File: src/rtl/alu_result_fifo.sv
// alu_result_fifo: capture buffer for ALU result records.
// Records leave in arrival order through registered first-word-fall-through outputs.
// A capture that arrives while the FIFO is full (and is not paired with a pop) is dropped.
// Dropped captures set the sticky overflow flag.
// Optional macro ALU_FIFO_STATS_EN adds two saturating counters:
//   pushed_total counts accepted records, dropped_total counts dropped records.
module alu_result_fifo #(
  parameter int DEPTH = 8,
  parameter int AW    = 3
) (
  input  logic          clk,
  input  logic          rst,
  input  logic          result_ready,
  input  logic [7:0]    opcode_in,
  input  logic [7:0]    operand_a_in,
  input  logic [7:0]    operand_b_in,
  input  logic [7:0]    result_in,
  input  logic          carry_in,
  input  logic          borrow_in,
  input  logic [7:0]    pc_in,
  input  logic          next_out,
  output logic          out_valid,
  output logic [7:0]    out_opcode,
  output logic [7:0]    out_operand_a,
  output logic [7:0]    out_operand_b,
  output logic [7:0]    out_result,
  output logic          out_carry,
  output logic          out_borrow,
  output logic [7:0]    out_pc,
  output logic [AW:0]   count,
  output logic          full,
  output logic          empty,
`ifdef ALU_FIFO_STATS_EN
  output logic [15:0]   pushed_total,
  output logic [7:0]    dropped_total,
`endif
  output logic          overflow
);

  typedef struct packed {
    logic [7:0] opcode;
    logic [7:0] a;
    logic [7:0] b;
    logic [7:0] res;
    logic       carry;
    logic       borrow;
    logic [7:0] pc;
  } rec_t;

  rec_t          mem [DEPTH];
  rec_t          wr_rec, head_q, head_d;
  logic [AW-1:0] wp, rp, rp_nxt;
  logic [AW:0]   cnt_after_pop, count_d;
  logic          do_push, do_pop, drop, vld_d;

  assign wr_rec = '{opcode: opcode_in, a: operand_a_in, b: operand_b_in, res: result_in,
                    carry: carry_in, borrow: borrow_in, pc: pc_in};

  // A pop in the same cycle frees a slot, so a full FIFO still accepts a paired push.
  assign do_pop  = next_out & out_valid;
  assign do_push = result_ready & (~full | do_pop);
  assign drop    = result_ready & full & ~do_pop;

  assign full  = (count == (AW+1)'(DEPTH));
  assign empty = (count == '0);

  assign rp_nxt        = rp + {{(AW-1){1'b0}}, do_pop};
  assign cnt_after_pop = count - {{AW{1'b0}}, do_pop};
  assign count_d       = cnt_after_pop + {{AW{1'b0}}, do_push};

  // Storage array write; contents need no reset.
  always_ff @(posedge clk) begin
    if (do_push) mem[wp] <= wr_rec;
  end

  // Next head record.
  // An incoming record bypasses the array when it becomes the new head.
  // Otherwise, after a pop, the next stored entry is loaded.
  // When nothing remains, the last values are held.
  always_comb begin
    head_d = head_q;
    vld_d  = (count_d != '0);
    if (do_push && cnt_after_pop == '0)
      head_d = wr_rec;
    else if (do_pop && cnt_after_pop != '0)
      head_d = mem[rp_nxt];
  end

  // Pointers, occupancy, sticky overflow and registered head.
  always_ff @(posedge clk or negedge rst) begin
    if (!rst) begin
      wp        <= '0;
      rp        <= '0;
      count     <= '0;
      overflow  <= 1'b0;
      out_valid <= 1'b0;
      head_q    <= '0;
    end else begin
      if (do_push) wp <= wp + {{(AW-1){1'b0}}, 1'b1};
      rp        <= rp_nxt;
      count     <= count_d;
      out_valid <= vld_d;
      head_q    <= head_d;
      if (drop) overflow <= 1'b1;
    end
  end

  assign out_opcode    = head_q.opcode;
  assign out_operand_a = head_q.a;
  assign out_operand_b = head_q.b;
  assign out_result    = head_q.res;
  assign out_carry     = head_q.carry;
  assign out_borrow    = head_q.borrow;
  assign out_pc        = head_q.pc;

`ifdef ALU_FIFO_STATS_EN
  // Saturating accept/drop counters.
  always_ff @(posedge clk or negedge rst) begin
    if (!rst) begin
      pushed_total  <= '0;
      dropped_total <= '0;
    end else begin
      if (do_push && pushed_total != '1) pushed_total <= pushed_total + 16'd1;
      if (drop && dropped_total != '1)   dropped_total <= dropped_total + 8'd1;
    end
  end
`endif

endmodule

File: config.mk
export PLATFORM = sky130hd
export DESIGN_NAME = alu_result_fifo
export DESIGN_NICKNAME = d
export VERILOG_FILES = /design/src/rtl/alu_result_fifo.sv
export SDC_FILE = /design/constraint.sdc
export NUM_CORES = 1
export LEC_CHECK = 0
export BUFFER_PORTS_ARGS = -buffer_cell sky130_fd_sc_hd__buf_2
export CAP_MARGIN = 10
export CORE_MARGIN = 5
export CORE_UTILIZATION = 60
export CTS_BUF_LIST = sky130_fd_sc_hd__clkbuf_4
export DETAILED_ROUTE_END_ITERATION = 6
export HOLD_SLACK_MARGIN = 0.15
export PLACE_DENSITY_LB_ADDON = 0.08
export SLEW_MARGIN = 20
export SYNTH_ARGS = -nofsm -noshare
export SYNTH_HDL_FRONTEND = slang
export SYNTH_SLANG_ARGS = --single-unit
File: constraint.sdc
create_clock -name clk -period 12.2 [get_ports clk]
set_input_delay 1.83 -clock clk [delete_from_list [all_inputs] [get_ports clk]]
set_output_delay 1.83 -clock clk [all_outputs]
set_load 0.03 [all_outputs]
==> results of run 1 <==
-- state kept, by name (all words and copies together), names as in the netlist --
register	cells
out_result	8
out_opcode	8
out_operand_b	8
out_carry	1
out_valid	1
out_borrow	1
mem	336
overflow	1
rp	3
count	4
wp	3
out_operand_a	8
out_pc	8
-- synth_stat cells (2+ instances only) --
cell        n  share of area (%)
ha_1        7               0.58
o21ai_1    72                2.4
buf_6       7               0.52
o21ai_0    12               0.40
buf_4       8               0.40
and3_1     42                1.7
nand2_1   129                3.2
buf_2      13               0.43
mux4_2     84                 12
nor2_1      7               0.17
inv_1       5               0.12
clkbuf_1   16               0.40
nor3_1      2              0.066
edfxtp_1  336                 67
nand2b_1    4               0.17
dfrtp_1    54                8.9
xnor2_1     6               0.35
-- report_power, final --
part / total, uW / internal, uW / switching, uW
sequential: 1830 / 1720 / 108
clock: 1130 / 620 / 507
combinational: 1600 / 652 / 943
total: 4550 / 2990 / 1560
-- how the worst max path moves through the flow --
stage	start	endpoint	slack [ns]
floorplan	next_out	mem[0][0]	6.44
global placement	next_out	out_opcode[0]	7.10
detailed placement	next_out	out_operand_b[6]	7.04
CTS	next_out	out_opcode[7]	7.79
global route	next_out	out_operand_b[4]	7.86
finish	next_out	out_operand_b[0]	8.09
-- cell families after synthesis --
group,Yosys count,synth area share [%]
flip-flops,390,75.5
AND/OR/NAND/NOR,192,5.83
buffers and inverters,50,1.89
XOR/XNOR,8,0.512
multiplexers,85,12.6
AO/OA/AOI/OAI,89,3.08
adder cells (fa/ha/maj),7,0.578
-- cells in the final DEF (no fill, tap or decap), types with 2 or more instances in the layout --
cell type,netlist,final
buf_2,13,95
clkinv_1,1,27
clkbuf_4,0,141
inv_2,0,2
ha_4,0,2
nor2_4,0,6
bufinv_16,0,4
ha_1,7,5
o21ai_1,72,72
inv_1,5,5
nand2_1,129,129
nor3_2,0,2
o21ai_0,12,12
buf_4,8,14
clkinv_4,0,2
edfxtp_1,336,336
clkinv_2,0,6
and3_1,42,41
xnor2_1,6,6
mux4_2,84,84
dfrtp_1,54,54
nand2b_1,4,4
-- stage by stage --
stage / setup WS [ns] / cell area (um2) / hold slack, ns / util [%] / power [uW]
floorplan: 6.44 / 15100 / 0.480 / - / 3020
global placement: 7.10 / 16000 / 0.451 / 63.9 / 3420
detailed placement: 7.04 / 16000 / 0.501 / 63.9 / 3480
CTS: 7.79 / 17300 / 0.515 / 69.2 / 4620
global route: 7.86 / 17300 / 0.519 / 69.2 / 4830
finish: 8.09 / 17300 / 0.506 / 69.2 / 4550
-- routing by layer --
metal | wire length (um) | up-vias | global-route usage [%] | part of all wire, %
met1 | 12900 | 4292 | 32.5 | 39
met4 | 616 | 6 | 8.05 | 1.9
li1 | - | 3623 | - | -
met3 | 2480 | 57 | 5.56 | 7.6
met5 | 26 | - | 0 | 0.079
met2 | 16700 | 317 | 39.1 | 51
-- area by class of cell --
class                   count  share of cell area (%)
diodes                      1                  0.0144
clock buffers             141                    6.11
clock inverters            40                    1.57
inverters                   6                   0.130
multi-input cells         381                    20.4
flip-flops and latches    390                    66.0
well taps                 330                    2.38
repair buffers            110                    3.41
-- worst register-to-register path: cells and delay by family, from the launching register on --
kind / cells / cell delay, ns
mux: 1 / 0.44
simple gates: 2 / 0.26
buf+inv: 2 / 0.85
flops: 1 / 0.38
fa+ha+maj: 2 / 0.85
compound gates: 2 / 0.33
==> impl_summary.md, run 1 <==
Outcome
The run finished with clean final reports.

Critical path
The worst flop-to-flop path endpoint is out_operand_b[0]. STA classifies the critical path startpoint as a primary input. In this design, the largest share of critical-path delay is due to buffers and inverters. The number of buffer and inverter stages on the critical path is 3. The startpoint identified for the worst register-to-register timing path is out_valid. The worst setup path is captured at a flip-flop. The slowest stage of the critical path is the buf_4 cell. The peak fanout along the critical path is 47. The worst setup slack for register-to-register paths is 8.97 ns. For the worst flop-to-flop path, the logic depth is 9. The data arrival time at the worst-slack endpoint is 4.67 ns. The signal on the critical path passes through buf_2 -> nand2_1 -> inv_1 -> ha_4 -> ha_4 -> buf_4 -> mux4_2 -> nand2_1 -> a21boi_1 -> a221o_1. The critical path is of the primary input to flip-flop type.

The logic depth of the worst setup path including buffers is 10. In this design, the stage delay of the slowest critical-path cell is 0.69 ns. The required time at the worst-slack endpoint is 12.76 ns.

Cells and area
Registers take around 11,000 um2. The count of non-filler cells in the finished layout is 1,399. Compared with the post-synthesis result, the final layout area differs by 14.4%. The number of nets in the final layout is 1,039. Summing all multi-input logic gate instances after layout gives 3530 um2. In the final layout, the share of cells above drive strength 1 is between 30 and 40%. The layout filler cell count is 1,716.

Power and ir drop
Power spread over the standard cell area amounts to about 260 nW/um2. The static leakage power is just over 0.006 uW. Across the VDD grid, the largest voltage drop is between 0.3 and 0.4 mV.

Floorplanning
In this run the count of I/O pins placed on the die edge is 96. The placement row count is 58. From left edge to right edge, the die measures around 170 um. The die covers between 20,000 and 30,000 um2. The floorplan step defined a core boundary enclosing 25,000 um2.

Once the floorplan was initialized, standard cells occupied 60.5% of the core. The height of the chip is 169 um.

Clock tree
In this run the clock root is driven by a clkbuf_4. The H-tree depth is 3. The total clock buffers created by CTS is 97. The maximum clock insertion buffer count is 3.

TritonCTS built the clock tree. Clock latency on the worst-skew pair, taken at its later pin, is 0.71 ns. The number of buffers added for setup after CTS is 0.

Counting every sink on the clock net gives 390. The hold-fix buffer count after cts is 0. The clock slew at the register clock pins of the worst setup and hold paths is roughly 0.06 ns. The number of gates resized after CTS was 0.

Global route
The total global routing track utilization is a little under a quarter. The number of global-route vias before repair is 9,053. The pin count of the biggest net entering global routing is 85. The initial antenna violation count is 4.

The first global-routing pass estimated just over 50 mm of wire. Summed over all layers, the global routing overflow is 0.

Routing
For this block, the via count after detailed routing is 8,295. Dividing the detail-routed wire length by the instance count gives 23.4 um. The first-pass iteration count of the detailed router is 6. The detail-routed via count per cell is between 5 and 6.

The final routed wirelength across all metal layers is 32.8 mm. The number of DRC violations after detailed-routing iteration 0 is 751. Once detail routing completed, the nets flagged for antenna violations numbered 0. For this run, design rule violations remaining after detail routing come to 0.

Placed design
The post-placement cell count is 1,217. Routability-driven placement finished with a final weighted congestion of 0.769. The wire-length estimate of the detail-placed layout is 16.7 mm. Buffers placed on the I/O ports in this run total 95.

Yosys
Of all flip-flops after synthesis, the portion carrying an async set or reset was 13.8%. The number of enable flip-flop cells after synthesis is 336. The warning count from the yosys run is 0.

After synthesis the netlist holds a flip-flop and latch count of 390. The most used flip-flop cell after synthesis is edfxtp_1. Synthesis produced a netlist whose cell count is a little over 800. Counting distinct cell types in the post-synthesis netlist gives 34.

The sequential fraction of the synthesis area is about three quarters. The net count of the mapped netlist is 874. The post-synthesis instance area is 15,100 um2. Averaged over all synthesized cells, the footprint is 18.4 um2.

Min path
The number of stages on the worst hold path is 1. The worst hold path terminates at overflow. The type of the tightest min-delay check is flip-flop to flip-flop. The startpoint identified for the worst hold timing path is overflow.

Run
The tool flagged a number of max-cap violations equal to 0.

Timing
The peak clock frequency supported by timing is between 200 and 250 MHz. The share of the cycle needed by the critical path after routing is 33.7%. The setup TNS after final layout is 0 ns. Setup violations remaining at the end of the flow were counted as 0.

After layout, the minimum clock period comes to 4.11 ns. The max-slew violation count is 0. The clock tree skew after final layout is 0.0510 ns.

The worst-case headroom to the max-slew limit is between 20% and 30%. The number of hold violations in the final report was 0. Setup repair after global routing left no endpoint under its margin.

The slew at the pin closest to its max-slew limit is 1.12 ns.
Power figures use the tool's default switching activity.
==> run 2, diff against run 1 <==
Settings changed: CORE_UTILIZATION 60 to 57.
Clock period 12.2 ns to 3.5 ns, I/O delays scaled along.
==> run 2 against run 1 <==
  * Sequential power grew to 3.5 times the previous value
  * Highest routed layer is now met4
  * Critical endpoint is now out_pc[0]
  * Register-to-register slack lost 8.4 ns
  * Largest power group unchanged
  * Core utilization shrank 0.79 points
==> impl_summary.md, run 2 (synthesized netlist as in run 1, its figures left out) <==
Floorplanning
The core region is approximately 26,000 um2. The die is 173 um tall. between 90 and 100 I/O pins were placed.

The horizontal die dimension is between 150 and 200 um. The starting density of the core is 58.0%. The placement row count is 59. The total die area is 29,900 um2.

Clock tree
The clock slew at the register clock pins of the worst setup and hold paths is 0.07 ns. Buffers added to address setup during post-CTS repair amount to 0. At the later pin of the worst-skew pair, clock insertion delay measures 0.69 ns.

TritonCTS built the clock tree. The root buffer cell is clkbuf_4. For this design, the sink count on the clock tree is 390. The total clock buffers created by CTS is 95. The H-tree depth is 3. The clock passes through at most 3 buffers.

Power and ir drop
The static leakage power is 0.00641 uW. The power density of the placed cells is slightly below 900 nW/um2. The peak supply drop is 0.543 mV.

Routing
The number of DRC violations after detailed-routing iteration 0 is 672. For this run, design rule violations remaining after detail routing come to 0. Using the TritonRoute via totals, the vias-per-cell ratio works out to 5.80. The final routed wirelength across all metal layers is 33.1 mm.

The final antenna-violating net count is 0. In the final routed layout, each cell accounts on average for 22.7 um. The overall via count from detail_route is 8,469. The first-pass iteration count of the detailed router is 5.

Critical path
The largest single stage delay on the critical path is 0.45 ns. The peak fanout along the critical path is 23. The worst setup path is captured at a flip-flop. The critical path is of the flip-flop to flip-flop type. The data arrival time at the worst-slack endpoint is 3.49 ns.

Traced cell by cell, the critical path runs through nand2_1 -> inv_1 -> ha_1 -> ha_1 -> xnor2_1 -> and3_4 -> nand3_2 -> buf_4 -> o21ai_1 -> o21ai_1. The number of buffer and inverter stages on the critical path is 2. The kind of cell with the highest combined delay along the critical path is simple AND/OR/NAND/NOR gates. The required time at the worst-slack endpoint is between 4 and 5 ns.

The slowest stage of the critical path belongs to the cell nand3_2. The worst setup path is launched from a flip-flop.

Timing
The clock tree skew after final layout is 0.0320 ns. The worst-case headroom to the max-slew limit is 51.6%. Setup slack on the critical path of the routed design comes to 0.573 ns.

The peak clock frequency supported by timing is approximately 340 MHz. The number of hold violations in the final report is 0. The max-slew violation count came to 0. For the final routed database, the setup TNS stands at 0 ns. At the pin with the least slew margin, the transition time is ~0.73 ns. The worst path uses between 80% and 90% of the clock period. Setup repair after global routing left no endpoint under its margin. After layout, the minimum clock period comes to 2.93 ns. The final count of negative-setup-slack endpoints is 0.

Cells and area
Leaving out fill and tap cells, the most frequent cells in the layout are 336 x edfxtp_1, 147 x clkbuf_4, 129 x nand2_1. The library cell used most frequently in the layout, excluding fill and tap cells, is edfxtp_1. Leaving out filler cells and counting taps, the final layout contains around 1.5k.

The flip-flop count of the largest register, all copies and words added is approximately 340. The number of nets in the final layout is 1,097. Cells with a size suffix above 1 make up 34.0% of the layout. The largest register by flop count is mem. Relative to the synthesized area, the layout overhead comes to 18.1%. The finished cells cover 17,900 um2. The final core utilization is 68.4%.

Placed design
The post-placement cell count is 1,238. The port buffer count is 95. The worst setup timing slack at the placement stage is 0.324 ns. In this run the cell area measured after placement is 16,200 um2. The final weighted congestion of routability-driven global placement is 0.746. The HPWL after detailed placement is 18.1 mm.

Run
Max-cap violations in this run came to 0.

Global route
For this run the aggregate overflow at the end of global routing stands at 0. The initial antenna violation count is 1. Entering global routing, the biggest net connects 85 pins. The number of global-route vias before repair is ~9k.

The total global routing track utilization is 22.6%. The first global-routing pass estimated between 50 and 60 mm of wire.

Min path
The worst hold path belongs to the class primary input to flip-flop.

Outcome
The flow ran to the end, and the final reports show no timing, DRC or antenna violations.
[run 2: cell types whose count changed in the layout (fill, tap and decap cells not counted), sizes merged]
cell         delta
dlygate4sd3    +44
buf            +16
bufinv          -3
clkbuf          +6
diode           +1
clkinv          -9
[run 2: layout make-up]
class,count,area (um2)
antenna,2,5.00
clock buffer,147,1100
clock inverter,28,134
fill,1793,8250
inverter,6,22.5
multi-input combinational,381,3540
sequential,390,11400
tap,335,419
timing repair buffer,170,1220
[run 2: layer usage]
metal	vias to the layer above	part of all wire, %	track usage, %
met2	340	50	36.6
met4	0	1.6	7.38
met5	-	0	0
met1	4345	41	31.4
li1	3740	-	-
met3	44	7.2	4.80
[run 2: worst register-to-register path, delay by kind of cell, from the launching register on]
kind                       cells  cell delay (ns)
AOI/OAI and AO/OA              2             0.23
xor gates and xnor gates       1             0.27
adders and majority gates      2             0.46
buffers and inverters          2             0.59
DFF                            1             0.38
and+or+nand+nor                3             0.89
[run 2: worst paths after layout]
check	start	endpoint	slack (ns)	depth (start not counted)
max reg2reg	out_valid	out_pc[0]	0.57	10
min reg2reg	overflow	overflow	0.48	1
max	out_valid	out_pc[0]	0.57	10
max in group asynchronous	rst	out_pc[2]	2.28	3
min in group asynchronous	rst	out_operand_a[7]	0.44	2
min	next_out	overflow	0.33	3
[run 2: per-stage QoR]
step | hold WS [ns] | power (uW)
after detailed placement | 0.466 | 12300
final | 0.330 | 15900
after global routing | 0.326 | 16800
after floorplan | 0.229 | 10500
after CTS | 0.275 | 16100
after global placement | 0.454 | 12200
[run 2: repair_timing]
item	in CTS	in global routing
hold buffers	44	0
resized for setup	0	0
endpoints found under the hold margin	403	0
[run 2: power breakdown]
part           switching, uW  internal, uW
clock                   1710          1980
combinational           3350          2470
sequential               391          6000
total                   5450         10500
==> run 3, diff against run 2 <==
Settings changed: ABC_AREA set to 1.
Clock period 3.5 ns to 2.35 ns, I/O delays scaled along.
==> run 3 against run 2 <==
  * Critical path depth is 4 higher
  * Critical path type unchanged
  * Critical endpoint is now out_operand_a[3]
  * Die area rose by 14%
  * Register-to-register slack got worse by 0.41 ns
==> impl_summary.md, run 3 <==
Timing
The routed design could run at a clock period as short as 2.19 ns. The number of hold violations in the final report is 0. The max-slew violation count is 0.

Setup repair after global routing left no endpoint under its margin. The final count of negative-setup-slack endpoints is 0. The clock tree skew after final layout is between 0.03 and 0.04 ns. In the final timing run, aggregate negative setup slack is 0 ns. Headroom to the max-slew limit came out at 52.0%. Static timing analysis puts the maximum clock frequency at 457 MHz. For the pin with the worst max-slew slack, the measured transition is 0.717 ns.

In the finished design, the share of the clock period the worst path needs comes to between 90 and 100%.

Placed design
In this run the cell area measured after placement is 18,800 um2. Once placement completed, the tool counted placed cells totaling 2,298. The final weighted congestion of routability-driven global placement is 0.768.

The port buffer count is 95. Once detailed placement completed, the half-perimeter wirelength came to 22.9 mm.

Critical path
The worst setup path is of the flip-flop to flip-flop kind. The critical path capture point type is a flip-flop. Among all stages on the critical path, the largest delay is contributed by dfrtp_1. The delay contributed by the slowest stage of the critical path is roughly 0.37 ns. Data on the critical path arrives at its endpoint at 2.79 ns. In this design, the critical path's most frequently occurring cell is nand2_1. The signal on the critical path passes through nand2_1 -> inv_1 -> buf_4 -> ha_4 -> ha_4 -> xnor2_4 -> inv_2 -> buf_12 -> nand2_1 -> nand2_1 -> nand2_1 -> nand2_1 -> nand2_1 -> nand2_1. In this run the critical register-to-register path is launched from out_valid. The endpoint identified for the worst register-to-register timing path is out_operand_a[3]. The required time at the worst-slack endpoint is between 2 and 3 ns.

Along the worst path, the maximum fanout reaches 13. The worst setup slack for register-to-register paths is 0.16 ns. The depth of the most critical reg-to-reg path is 14. The launching element type of the critical path is a flip-flop.

Routing
The final antenna-violating net count is 0. In the final routed layout, each cell accounts on average for 16.5 um. The number of DRC violations after detailed-routing iteration 0 is ~900. In the routed design, unresolved DRC markers number 0. The final routed wirelength across all metal layers is 41.7 mm. Across all layers, the routed design uses 12.8k vias.

The pre-antenna-repair detailed-routing pass consisted of 5 iterations. The highest metal layer with signal wires is met4. The detailed-routed wire length on met3 is roughly 2.7 mm. The routed design uses 20.7 mm of met2 wire. Using the TritonRoute via totals, the vias-per-cell ratio works out to 5.04. The met1 wire length is between 15 and 20 mm.

Power and ir drop
Net switching is 43.0% of the power. IR analysis of the VDD net gives a maximum drop of 0.849 mV. Registers are responsible for 31.4% of the overall power. Power spread over the standard cell area amounts to 1440 nW/um2. Cell internal power was estimated by the tool at 16,900 uW.

In this run the power spent charging and discharging nets is 12,700 uW. The clock network accounts for about a fifth of the total power. The logic gate share of total power is around 48%. The static leakage power is 0.0100 uW.

Floorplanning
The height of the chip is ~180 um. The horizontal die dimension is 185 um. The total die area is ~34,000 um2. After floorplanning, the core was divided into 64 placement rows. The total area inside the core boundary comes to 30,300 um2. The I/O pin count is between 90 and 100.

The initial utilization of the core area, before any placement, comes to 57.3%.

Outcome
The flow ran to the end, and the final reports show no timing, DRC or antenna violations.

Yosys
Sorting the synthesized cells by how often they occur yields 761 x nand2_1, 344 x inv_1, 336 x edfxtp_1, 211 x nand3_1, 54 x dfrtp_1. Of all cell types, the one taking the most synthesized area is edfxtp_1. The combinational family with the most area after synthesis is simple AND/OR/NAND/NOR gates. The fraction of registers with async set/reset is between 10% and 20%. The distinct cell type count after synthesis is 25. The xor and xnor area share after synthesis is less than 1%. The basic-gate share of the synthesized area counting and, or, nand and nor cells is 23.4%. The most common cell in the netlist is nand2_1. Of the synthesized area, sequential elements account for 65.7%. The cell count after synthesis is 1,840. When the netlist entered floorplanning its net count stood at 1,893. The portion of synthesized cell area occupied by the leading cell type is 58.0%. Sorting the synthesized cells by area gives the leading types as edfxtp_1 58%, nand2_1 16%, dfrtp_1 7.8%, inv_1 7.4%, nand3_1 6.1%.

The post-synthesis adder-cell area fraction is 0.503%. After synthesis, the mean cell area works out to 9.46 um2. The compound-cell area share of the yosys netlist is 0.288%. Multiplexer cells account for 0% of the synthesized area.

The number of enable flip-flop cells after synthesis is 336. In this run, synthesis produced a sequential element count of just under 400. The post-synthesis instance area is 17,400 um2. The main flop type after synthesis is edfxtp_1. The warning count from the yosys run is 0.

Cells and area
Leaving out filler cells and counting taps, the final layout contains approximately 2.5k. Across the whole layout, storage elements account for 11,400 um2. Once layout is done, the placed cells without fillers occupy 20,600 um2. The fraction of final layout cells with drive strength greater than 1 is 16.0%. The multi-input combinational cells in the finished layout cover a total of 4340 um2. The flip-flop count of the largest register, all copies and words added is around 340. The library cell used most frequently in the layout, excluding fill and tap cells, is nand2_1. The layout-stage area growth over the synthesis result is 18.5%. The layout filler cell count is roughly 2.4k.

The number of nets in the final layout is 2,104. The library cells used most frequently in the layout, excluding fill and tap cells, are 761 x nand2_1, 343 x inv_1, 336 x edfxtp_1. The largest register by flop count is mem.

Global route
The initial antenna violation count is 2. The first global-routing pass estimated 66.0 mm of wire. The leftover overflow at the end of global routing is 0. Entering global routing, the biggest net connects between 50 and 60 pins. Global routing consumed, over all layers together, 24.9% of the routing resources. The number of global-route vias before repair is around 13k.

Clock tree
The number of sinks driven by the clock tree is 390. The total clock buffers created by CTS is 100. The maximum clock insertion buffer count is 3. The tree is rooted in a clkbuf_4.

The latest clock arrival within the worst-skew pair is between 0.7 and 0.8 ns. The TritonCTS clock tree is built. After clock tree synthesis, the setup repair step added 0 buffers.

The clock slew at the register clock pins of the worst setup and hold paths is 0.06 ns. The H-tree was split into 3 levels.

Min path
The type of the tightest min-delay check is primary input to async pin.

Run
The number of violations of the max-capacitance limit is 0.
[run 3: worst max-delay path by stage]
stage                   start          endpoint  slack, ns  cells past startpoint
floorplan            count[3]         mem[1][0]      -0.39                      8
global placement     next_out     out_result[4]        0.1                     15
detailed placement   next_out     out_result[4]       0.06                     16
finish              out_valid  out_operand_a[3]       0.16                     14
CTS                  count[1]              full       0.11                      4
global route        out_valid         out_pc[2]      0.008                     15
[run 3: critical path, delay by kind of cell, from the launching register on]
kind                     cells  cell delay (ns)
adder cells (fa/ha/maj)      2             0.33
flip-flops                   1             0.37
AND/OR/NAND/NOR              7             0.45
XOR/XNOR                     1             0.24
buffers and inverters        4             0.67
[run 3: stage by stage]
step	hold slack [ns]	total power [uW]	setup slack, ns	util (%)
after floorplan	0.0569	19000	-0.394	-
after global placement	0.310	23400	0.0969	61.8
after detailed placement	0.306	23700	0.0633	61.8
after CTS	0.189	29900	0.108	67.9
after global routing	0.242	32000	0.00795	67.9
final	0.253	29600	0.161	67.9
[run 3: area by class of cell]
cell class              count  area share, %
diodes                      2         0.0243
multi-input cells        1018           21.1
flip-flops and latches    390           55.5
well taps                 396           2.40
clock buffers             168           6.12
clock inverters            20          0.510
repair buffers            193           8.06
inverters                 348           6.35
[run 3: routing by layer]
layer  up-vias  global-route usage, %
li1       6226                      -
met1      6006                   31.9
met2       449                   42.8
met3        86                   4.76
met4         0                   9.07
met5         -                      0
[run 3: power by group through the flow]
stage / combinational [uW] / clock [uW] / sequential (uW)
final: 14300 / 6000 / 9290
after detailed placement: 14300 / 0 / 9420
after CTS: 14400 / 6180 / 9290
after global routing: 16100 / 6540 / 9380
after global placement: 14000 / 0 / 9390
after floorplan: 8860 / 0 / 10100
[run 3: kinds of logic (layout without fill, tap and decap cells)]
logic type / Yosys count / after routing
compound gates: 7 / 7
xor+xnor: 4 / 4
fa+ha+maj: 7 / 7
buf+inv: 432 / 729
flops: 390 / 390
other cells: 0 / 2
simple gates: 1000 / 1000
[run 3: what timing repair did]
item                       4_1_cts  5_1_grt
gates resized for setup          0        2
hold endpoints to repair       435        0
hold buffers                    47        0
setup endpoints to repair        0        7
